`config.mk`:
```
export PLATFORM = sky130hd
export DESIGN_NAME = apb_io_fabric
export DESIGN_NICKNAME = d
export VERILOG_FILES = /design/src/rtl/apb_fabric_pkg.sv /design/src/rtl/apb_timeout_counter.sv /design/src/rtl/apb_io_fabric.sv
export SDC_FILE = /design/constraint.sdc
export NUM_CORES = 1
export LEC_CHECK = 0
export CORE_MARGIN = 3
export CORE_UTILIZATION = 35
export DETAILED_ROUTE_END_ITERATION = 8
export HOLD_SLACK_MARGIN = 0.08
export PLACE_DENSITY = 0.77
export SETUP_SLACK_MARGIN = 0.3
export SYNTH_ARGS = -nofsm -noshare
export SYNTH_HDL_FRONTEND = slang
export SYNTH_SLANG_ARGS = --single-unit
```
`constraint.sdc`:
```
create_clock -name clk -period 1.63 [get_ports clk]
set_input_delay 0.326 -clock clk [delete_from_list [all_inputs] [get_ports clk]]
set_output_delay 0.326 -clock clk [all_outputs]
set_load 0.005 [all_outputs]
```
`src/rtl/apb_fabric_pkg.sv`:
```
// ---------------------------------------------------------------------------
// apb_fabric_pkg
// Shared types and constants for the APB I/O fabric.
//   apb_fabric_state_e : transfer sequencing states (IDLE/SETUP/ACCESS/ERR)
//   apb_err_cause_e    : cause codes logged for software
//   APB_DATA_W / APB_ADDR_W : bus widths
//   sat_inc8           : saturating 8-bit increment used by the error counter
// ---------------------------------------------------------------------------
package apb_fabric_pkg;

    localparam int APB_DATA_W = 8;
    localparam int APB_ADDR_W = 16;

    typedef enum logic [1:0] {
        ST_IDLE   = 2'd0,
        ST_SETUP  = 2'd1,
        ST_ACCESS = 2'd2,
        ST_ERR    = 2'd3
    } apb_fabric_state_e;

    typedef enum logic [1:0] {
        CAUSE_NONE        = 2'd0,
        CAUSE_UNMAPPED    = 2'd1,
        CAUSE_QUARANTINED = 2'd2,
        CAUSE_TIMEOUT     = 2'd3
    } apb_err_cause_e;

    // The error counter sticks at its maximum instead of wrapping so that
    // software never mistakes a flood of errors for a quiet bus.
    function automatic logic [7:0] sat_inc8(input logic [7:0] value);
        return (value == 8'hFF) ? value : value + 8'd1;
    endfunction

endpackage

```
`src/rtl/apb_timeout_counter.sv`:
```
// ---------------------------------------------------------------------------
// apb_timeout_counter
// Counts stalled ACCESS cycles of the currently selected slave and flags the
// cycle in which the stall budget runs out.
// Ports:
//   clk, rst  : clock, synchronous active-high reset
//   i_load    : restart the count (asserted in the SETUP cycle)
//   i_count   : this cycle is a stalled access cycle
//   o_expire  : this stalled cycle is the last one allowed
// ---------------------------------------------------------------------------
module apb_timeout_counter #(
    parameter int TIMEOUT_CYCLES = 64
) (
    input  logic clk,
    input  logic rst,
    input  logic i_load,
    input  logic i_count,
    output logic o_expire
);

    localparam int CNT_W = $clog2(TIMEOUT_CYCLES + 1);

    logic [CNT_W-1:0] r_cnt;

    // The count holds the number of stalled cycles already seen, so the
    // budget is spent when a further stall arrives with the count one short.
    assign o_expire = i_count && (r_cnt == CNT_W'(TIMEOUT_CYCLES - 1));

    // Count stalled cycles; a fresh transfer always starts from zero and the
    // count freezes at expiry because the fabric leaves ACCESS right after.
    always_ff @(posedge clk) begin
        if (rst) begin
            r_cnt <= '0;
        end else if (i_load) begin
            r_cnt <= '0;
        end else if (i_count && !o_expire) begin
            r_cnt <= r_cnt + CNT_W'(1);
        end
    end

endmodule

```
`src/rtl/apb_io_fabric.sv`:
```
// ---------------------------------------------------------------------------
// apb_io_fabric
// APB fabric between the upstream master and SLAVE_CNT I/O peripherals.
// Decodes up_paddr[SEL_MSB:SEL_LSB] to a one-hot slave select, routes the
// selected slave's response back, terminates unmapped accesses with an error
// and keeps a small error log (count, address, cause) with an irq.
// Optional feature macro: APB_FABRIC_TIMEOUT_EN adds a stall timeout and a
// per-slave quarantine mask (causes 2 and 3); without it ACCESS waits forever.
// Ports:
//   clk, rst                       : clock, synchronous active-high reset
//   up_p*                          : upstream APB slave port
//   s_paddr/s_pwdata/s_pwrite      : shared downstream request (pass-through)
//   s_psel/s_penable               : one-hot select, shared enable
//   s_prdata/s_pready              : per-slave response (slave i at [8i+7:8i])
//   err_clr                        : pulse clearing log and quarantine
//   err_cnt/err_addr/err_cause/irq : error log for software
// ---------------------------------------------------------------------------
module apb_io_fabric
    import apb_fabric_pkg::*;
#(
    parameter int                    SLAVE_CNT      = 4,
    parameter int                    SEL_MSB        = 15,
    parameter int                    SEL_LSB        = 8,
    parameter int                    TIMEOUT_CYCLES = 64,
    parameter logic [APB_DATA_W-1:0] DEFAULT_RDATA  = 8'hFF
) (
    input  logic                            clk,
    input  logic                            rst,
    input  logic [APB_ADDR_W-1:0]           up_paddr,
    input  logic [APB_DATA_W-1:0]           up_pwdata,
    input  logic                            up_pwrite,
    input  logic                            up_psel,
    input  logic                            up_penable,
    output logic [APB_DATA_W-1:0]           up_prdata,
    output logic                            up_pready,
    output logic                            up_pslverr,
    output logic [APB_ADDR_W-1:0]           s_paddr,
    output logic [APB_DATA_W-1:0]           s_pwdata,
    output logic                            s_pwrite,
    output logic [SLAVE_CNT-1:0]            s_psel,
    output logic                            s_penable,
    input  logic [SLAVE_CNT*APB_DATA_W-1:0] s_prdata,
    input  logic [SLAVE_CNT-1:0]            s_pready,
    input  logic                            err_clr,
    output logic [7:0]                      err_cnt,
    output logic [APB_ADDR_W-1:0]           err_addr,
    output logic [1:0]                      err_cause,
    output logic                            irq
);

    localparam int               SEL_W       = SEL_MSB - SEL_LSB + 1;
    localparam logic [SEL_W:0]   SLAVE_LIMIT = (SEL_W + 1)'(SLAVE_CNT);

    apb_fabric_state_e       r_state;
    apb_fabric_state_e       w_next;
    apb_err_cause_e          r_pend_cause;
    logic [SEL_W-1:0]        w_idx;
    logic                    w_mapped;
    logic [SEL_W-1:0]        r_cur_idx;
    logic                    r_mapped;
    logic [APB_ADDR_W-1:0]   r_addr;
    logic [SLAVE_CNT-1:0]    w_sel_onehot;
    logic                    w_sel_ready;
    logic [APB_DATA_W-1:0]   w_sel_rdata;
    logic                    w_sel_quar;
    logic [SLAVE_CNT-1:0]    w_quar;
    logic                    w_expire;
    logic                    w_start;
    logic [7:0]              r_err_cnt;
    logic [APB_ADDR_W-1:0]   r_err_addr;
    apb_err_cause_e          r_err_cause;

    assign s_paddr  = up_paddr;
    assign s_pwdata = up_pwdata;
    assign s_pwrite = up_pwrite;

    // The page field is zero-extended by one bit before the compare so that
    // SLAVE_CNT equal to the full field range still fits.
    assign w_idx    = up_paddr[SEL_MSB:SEL_LSB];
    assign w_mapped = ({1'b0, w_idx} < SLAVE_LIMIT);
    assign w_start  = (r_state == ST_IDLE) && up_psel && !up_penable;

    // Capture the transfer's target and address when the master opens a
    // transfer; everything downstream works from these latched copies.
    always_ff @(posedge clk) begin
        if (rst) begin
            r_cur_idx <= '0;
            r_mapped  <= 1'b0;
            r_addr    <= '0;
        end else if (w_start) begin
            r_cur_idx <= w_idx;
            r_mapped  <= w_mapped;
            r_addr    <= up_paddr;
        end
    end

    // Select the latched slave's response lines. An unmapped index matches
    // nothing, which leaves the one-hot select empty.
    always_comb begin
        w_sel_onehot = '0;
        w_sel_ready  = 1'b0;
        w_sel_rdata  = '0;
        w_sel_quar   = 1'b0;
        for (int i = 0; i < SLAVE_CNT; i++) begin
            if (r_cur_idx == SEL_W'(i)) begin
                w_sel_onehot[i] = 1'b1;
                w_sel_ready     = s_pready[i];
                w_sel_rdata     = s_prdata[i*APB_DATA_W +: APB_DATA_W];
                w_sel_quar      = w_quar[i];
            end
        end
    end

`ifdef APB_FABRIC_TIMEOUT_EN
    logic                 w_to_count;
    logic [SLAVE_CNT-1:0] r_quar;

    assign w_to_count = (r_state == ST_ACCESS) && !w_sel_ready;

    apb_timeout_counter #(
        .TIMEOUT_CYCLES (TIMEOUT_CYCLES)
    ) u_timeout (
        .clk      (clk),
        .rst      (rst),
        .i_load   (r_state == ST_SETUP),
        .i_count  (w_to_count),
        .o_expire (w_expire)
    );

    // A slave that timed out is fenced off until software clears the log.
    // When a clear lands on a timeout ERR cycle only the new bit survives.
    always_ff @(posedge clk) begin
        if (rst) begin
            r_quar <= '0;
        end else if ((r_state == ST_ERR) && (r_pend_cause == CAUSE_TIMEOUT)) begin
            r_quar <= (err_clr ? '0 : r_quar) | w_sel_onehot;
        end else if (err_clr) begin
            r_quar <= '0;
        end
    end

    assign w_quar = r_quar;
`else
    assign w_expire = 1'b0;
    assign w_quar   = '0;
`endif

    // Decide the cause of the upcoming ERR cycle on the way into it, so the
    // ERR cycle itself only has to copy it into the log.
    always_ff @(posedge clk) begin
        if (rst) begin
            r_pend_cause <= CAUSE_NONE;
        end else if (r_state == ST_SETUP) begin
            if (!r_mapped) begin
                r_pend_cause <= CAUSE_UNMAPPED;
            end else if (w_sel_quar) begin
                r_pend_cause <= CAUSE_QUARANTINED;
            end else begin
                r_pend_cause <= CAUSE_NONE;
            end
        end else if ((r_state == ST_ACCESS) && w_expire) begin
            r_pend_cause <= CAUSE_TIMEOUT;
        end
    end

    // State register for the transfer sequencer.
    always_ff @(posedge clk) begin
        if (rst) begin
            r_state <= ST_IDLE;
        end else begin
            r_state <= w_next;
        end
    end

    // Next state and bus outputs. SETUP drives the downstream setup phase,
    // ACCESS passes the selected slave's response straight through, and ERR
    // completes the transfer locally. Reset forces the handshake outputs low
    // even before the state register has been cleared.
    always_comb begin
        w_next     = r_state;
        s_psel     = '0;
        s_penable  = 1'b0;
        up_pready  = 1'b0;
        up_pslverr = 1'b0;
        up_prdata  = '0;
        unique case (r_state)
            ST_IDLE: begin
                if (up_psel && !up_penable) begin
                    w_next = ST_SETUP;
                end
            end
            ST_SETUP: begin
                if (r_mapped && !w_sel_quar) begin
                    s_psel = w_sel_onehot;
                    w_next = ST_ACCESS;
                end else begin
                    w_next = ST_ERR;
                end
            end
            ST_ACCESS: begin
                s_psel    = w_sel_onehot;
                s_penable = 1'b1;
                up_pready = w_sel_ready;
                up_prdata = w_sel_rdata;
                if (w_sel_ready) begin
                    w_next = ST_IDLE;
                end else if (w_expire) begin
                    w_next = ST_ERR;
                end
            end
            ST_ERR: begin
                up_pready  = 1'b1;
                up_pslverr = 1'b1;
                up_prdata  = DEFAULT_RDATA;
                w_next     = ST_IDLE;
            end
            default: begin
                w_next = ST_IDLE;
            end
        endcase
        if (rst) begin
            s_psel     = '0;
            s_penable  = 1'b0;
            up_pready  = 1'b0;
            up_pslverr = 1'b0;
        end
    end

    // Error log: every ERR cycle records one entry. A clear arriving in the
    // same cycle loses to the new entry, leaving a count of exactly one.
    always_ff @(posedge clk) begin
        if (rst) begin
            r_err_cnt   <= '0;
            r_err_addr  <= '0;
            r_err_cause <= CAUSE_NONE;
        end else if (r_state == ST_ERR) begin
            r_err_cnt   <= err_clr ? 8'd1 : sat_inc8(r_err_cnt);
            r_err_addr  <= r_addr;
            r_err_cause <= r_pend_cause;
        end else if (err_clr) begin
            r_err_cnt   <= '0;
            r_err_addr  <= '0;
            r_err_cause <= CAUSE_NONE;
        end
    end

    assign err_cnt   = r_err_cnt;
    assign err_addr  = r_err_addr;
    assign err_cause = r_err_cause;
    assign irq       = (r_err_cnt != 8'd0);

endmodule

```
==> flow_summary.toml <==
[clock_tree]
holdBufCountCts = 0
clk_latency_ns = 0.29
cts_tree = "yes"
cts.path.max_buffers = 2
cts-htree-levels = 2
cts.clk_slew.worst_paths_ns = 0.08
cts_buffers = 5
cts_root_buffer = "clkbuf_8"
cts_sinks = 45

[final_layout]
fin_cells = 485
fin_area_sq_um = 4270
syn2layout_area_growth_pct = 79.7
drive_gt1_share_pct = 45.8
final_cell_mix = "buf_4, clkdlybuf4s50_1, nand2_1"
diodes = 0
final_util_pct = 66.1
nNetsFinal = 480
nFillCells = 547
layout_commonest_cell = "buf_4"

[global_route]
gr-usage-met3_pct = 4.19
use_met1_pct = 22.5
grt_max_degree = 18
grt_pass1_wl_um = 12200
use_met2_pct = 37.0
grt_pass1_vias = 2537
overflow = 0
antenna_found_initial = 0
grt-busiest-layer = "met2"
track_usage_pct = 19.7

[detailed_routing]
ant_nets = 0
drtIter0Drc = 85
dr.pass1.iters = 4
vias_per_cell = 5.20
wl_per_cell_um = 16.4
drt_wl_total_um = 7970
drc_errors = 0
via_count = 2520

[yosys]
ys_types = 47
synthCells = 255
dominantRegCellSynth = "dfxtp_1"
synth-edff-count = 0
yosys_register_bits = 45
yosysSeqAreaShare_pct = 37.9
syn-num-nets = 327
synth.avg_cell_area_sq_um = 9.32
async_reset_ff_share_pct = 0
yosysWarnings = 0
syn_area_sq_um = 2380

[sta]
setup_viol = 36
slew_violations = 0
fmax_ghz = 0.495
fin_crit_sh_pct = 124
min_period_ns = 2.02
fin_tns_setup_ns = -5.46
grt_setup_unrepaired = "true"
setup_ws_ns = -0.388
hold_viol_final = 0
fin_skew_ns = 0.0106

[power_and_ir_drop]
p_per_area_nw_per_um2 = 802
vdd_ir_drop_max_mv = 0.493
p_leak_nw = 1.93

[place]
place_inst = 447
io_buffers = 113
gp_congestion = 0.772
dp_hpwl_um = 5280
place_area_sq_um = 3750

[floorplanning]
initial_utilization_pct = 36.8
core_area_sq_um = 6460
die_x_um = 88.4
placementRows = 29
ios = 133
dieHeight_um = 88.4
dieArea_sq_um = 7810

[min_path]
hold_class = "in2reg"

[run_status]
violations = "setup timing"
status = "finished with violations"

[flow_run]
drv_cap = 0

[setup_path]
path_max_fanout = 5
critPathRequiredTime_ns = 1.30
arrival_ns = 1.69
cp-end-kind = "output port"
start_kind = "register"
crit_type = "reg2out"
-- sequential cells by signal (all words and copies together) (netlist names) --
register and cells:
r_cur_idx 8, err_cnt 8, err_addr 16, r_mapped 1, r_state 2, err_cause 1
r_addr 8, r_pend_cause 1
-- final cells by class --
cell class | instances | area, sq um | area share, %
Clock inverter | 2 | 38.8 | 0.908
Tap cell | 77 | 96.3 | 2.26
Inverter | 7 | 31.3 | 0.732
Timing Repair Buffer | 190 | 1720 | 40.3
Sequential cell | 45 | 937 | 21.9
Clock buffer | 5 | 68.8 | 1.61
Multi-Input combinational cell | 159 | 1380 | 32.2
-- path summary, 6_finish.rpt --
check,from,to,slack [ns],cells past startpoint
setup / recovery,r_cur_idx[0],up_prdata[1],-0.39,5
hold / removal,up_paddr[13],r_cur_idx[5],0.43,3
setup reg to reg,r_state[0],r_state[0],-0.17,8
hold reg to reg,r_addr[0],r_addr[0],0.46,2
-- critical path, cell delays in order (launching register included) --
cell and delay (ns):
dfxtp_4 0.37, buf_12 0.12, buf_4 0.11, mux4_2 0.48, a41o_1 0.19, buf_2 0.14
-- metrics by stage --
| stage | total power, mW | hold WS, ns | setup slack, ns |
|---|---|---|---|
| 6_report | 3.42 | 0.432 | -0.388 |
| 5_1_grt | 3.60 | 0.459 | -0.448 |
| 4_1_cts | 3.32 | 0.423 | -0.394 |
| 3_5_place_dp | 2.36 | 0.451 | -0.596 |
| 3_3_place_gp | 2.33 | 0.443 | -0.572 |
| 2_1_floorplan | 1.86 | 0.437 | 0.0323 |
-- layer usage --
metal	wire [um]	part of all wire, %	vias up
met4	141	1.8	0
li1	-	-	1207
met1	3140	39	1200
met2	4230	53	98
met3	453	5.7	15
met5	0	0	-
-- repair_timing --
item,CTS,global route
setup endpoints to repair,101,63
setup buffers,23,6
pin swaps,28,22
gates cloned,1,1
gates resized for setup,218,41
-- where the power goes --
part	leakage (nW)	total (mW)	switching [mW]	internal, mW
registers	0.376	1.25	0.0671	1.18
clock network	0.0546	0.825	0.372	0.454
logic	1.50	1.35	0.570	0.779
total	1.93	3.42	1.01	2.41
-- synthesized netlist by cell type, types with 2 or more instances --
cell type / n / area, sq um
nor3_1: 3 / 15.0
nand2_1: 36 / 135
and3_1: 4 / 25.0
inv_1: 7 / 26.3
nand3_1: 4 / 20.0
mux4_1: 4 / 105
a31oi_1: 2 / 12.5
or4_1: 2 / 15.0
nor2_1: 8 / 30.0
buf_2: 4 / 20.0
ha_1: 6 / 75.1
o21ai_0: 3 / 15.0
buf_4: 27 / 203
a41o_1: 8 / 80.1
and4_1: 3 / 26.3
nand4_1: 2 / 12.5
a22o_1: 17 / 149
nand2b_1: 4 / 25.0
mux4_2: 5 / 113
nor2b_1: 2 / 12.5
dfxtp_1: 45 / 901
clkbuf_1: 12 / 45.0
a21oi_1: 23 / 115
-- cell families after synthesis --
logic type,synth area share (%)
compound gates,19.2
xor+xnor,0.369
fa+ha+maj,3.16
buf+inv,12.8
flops,37.9
mux,9.58
other cells,0.158
simple gates,16.8
Note: power is estimated with default switching activity, not from simulation.
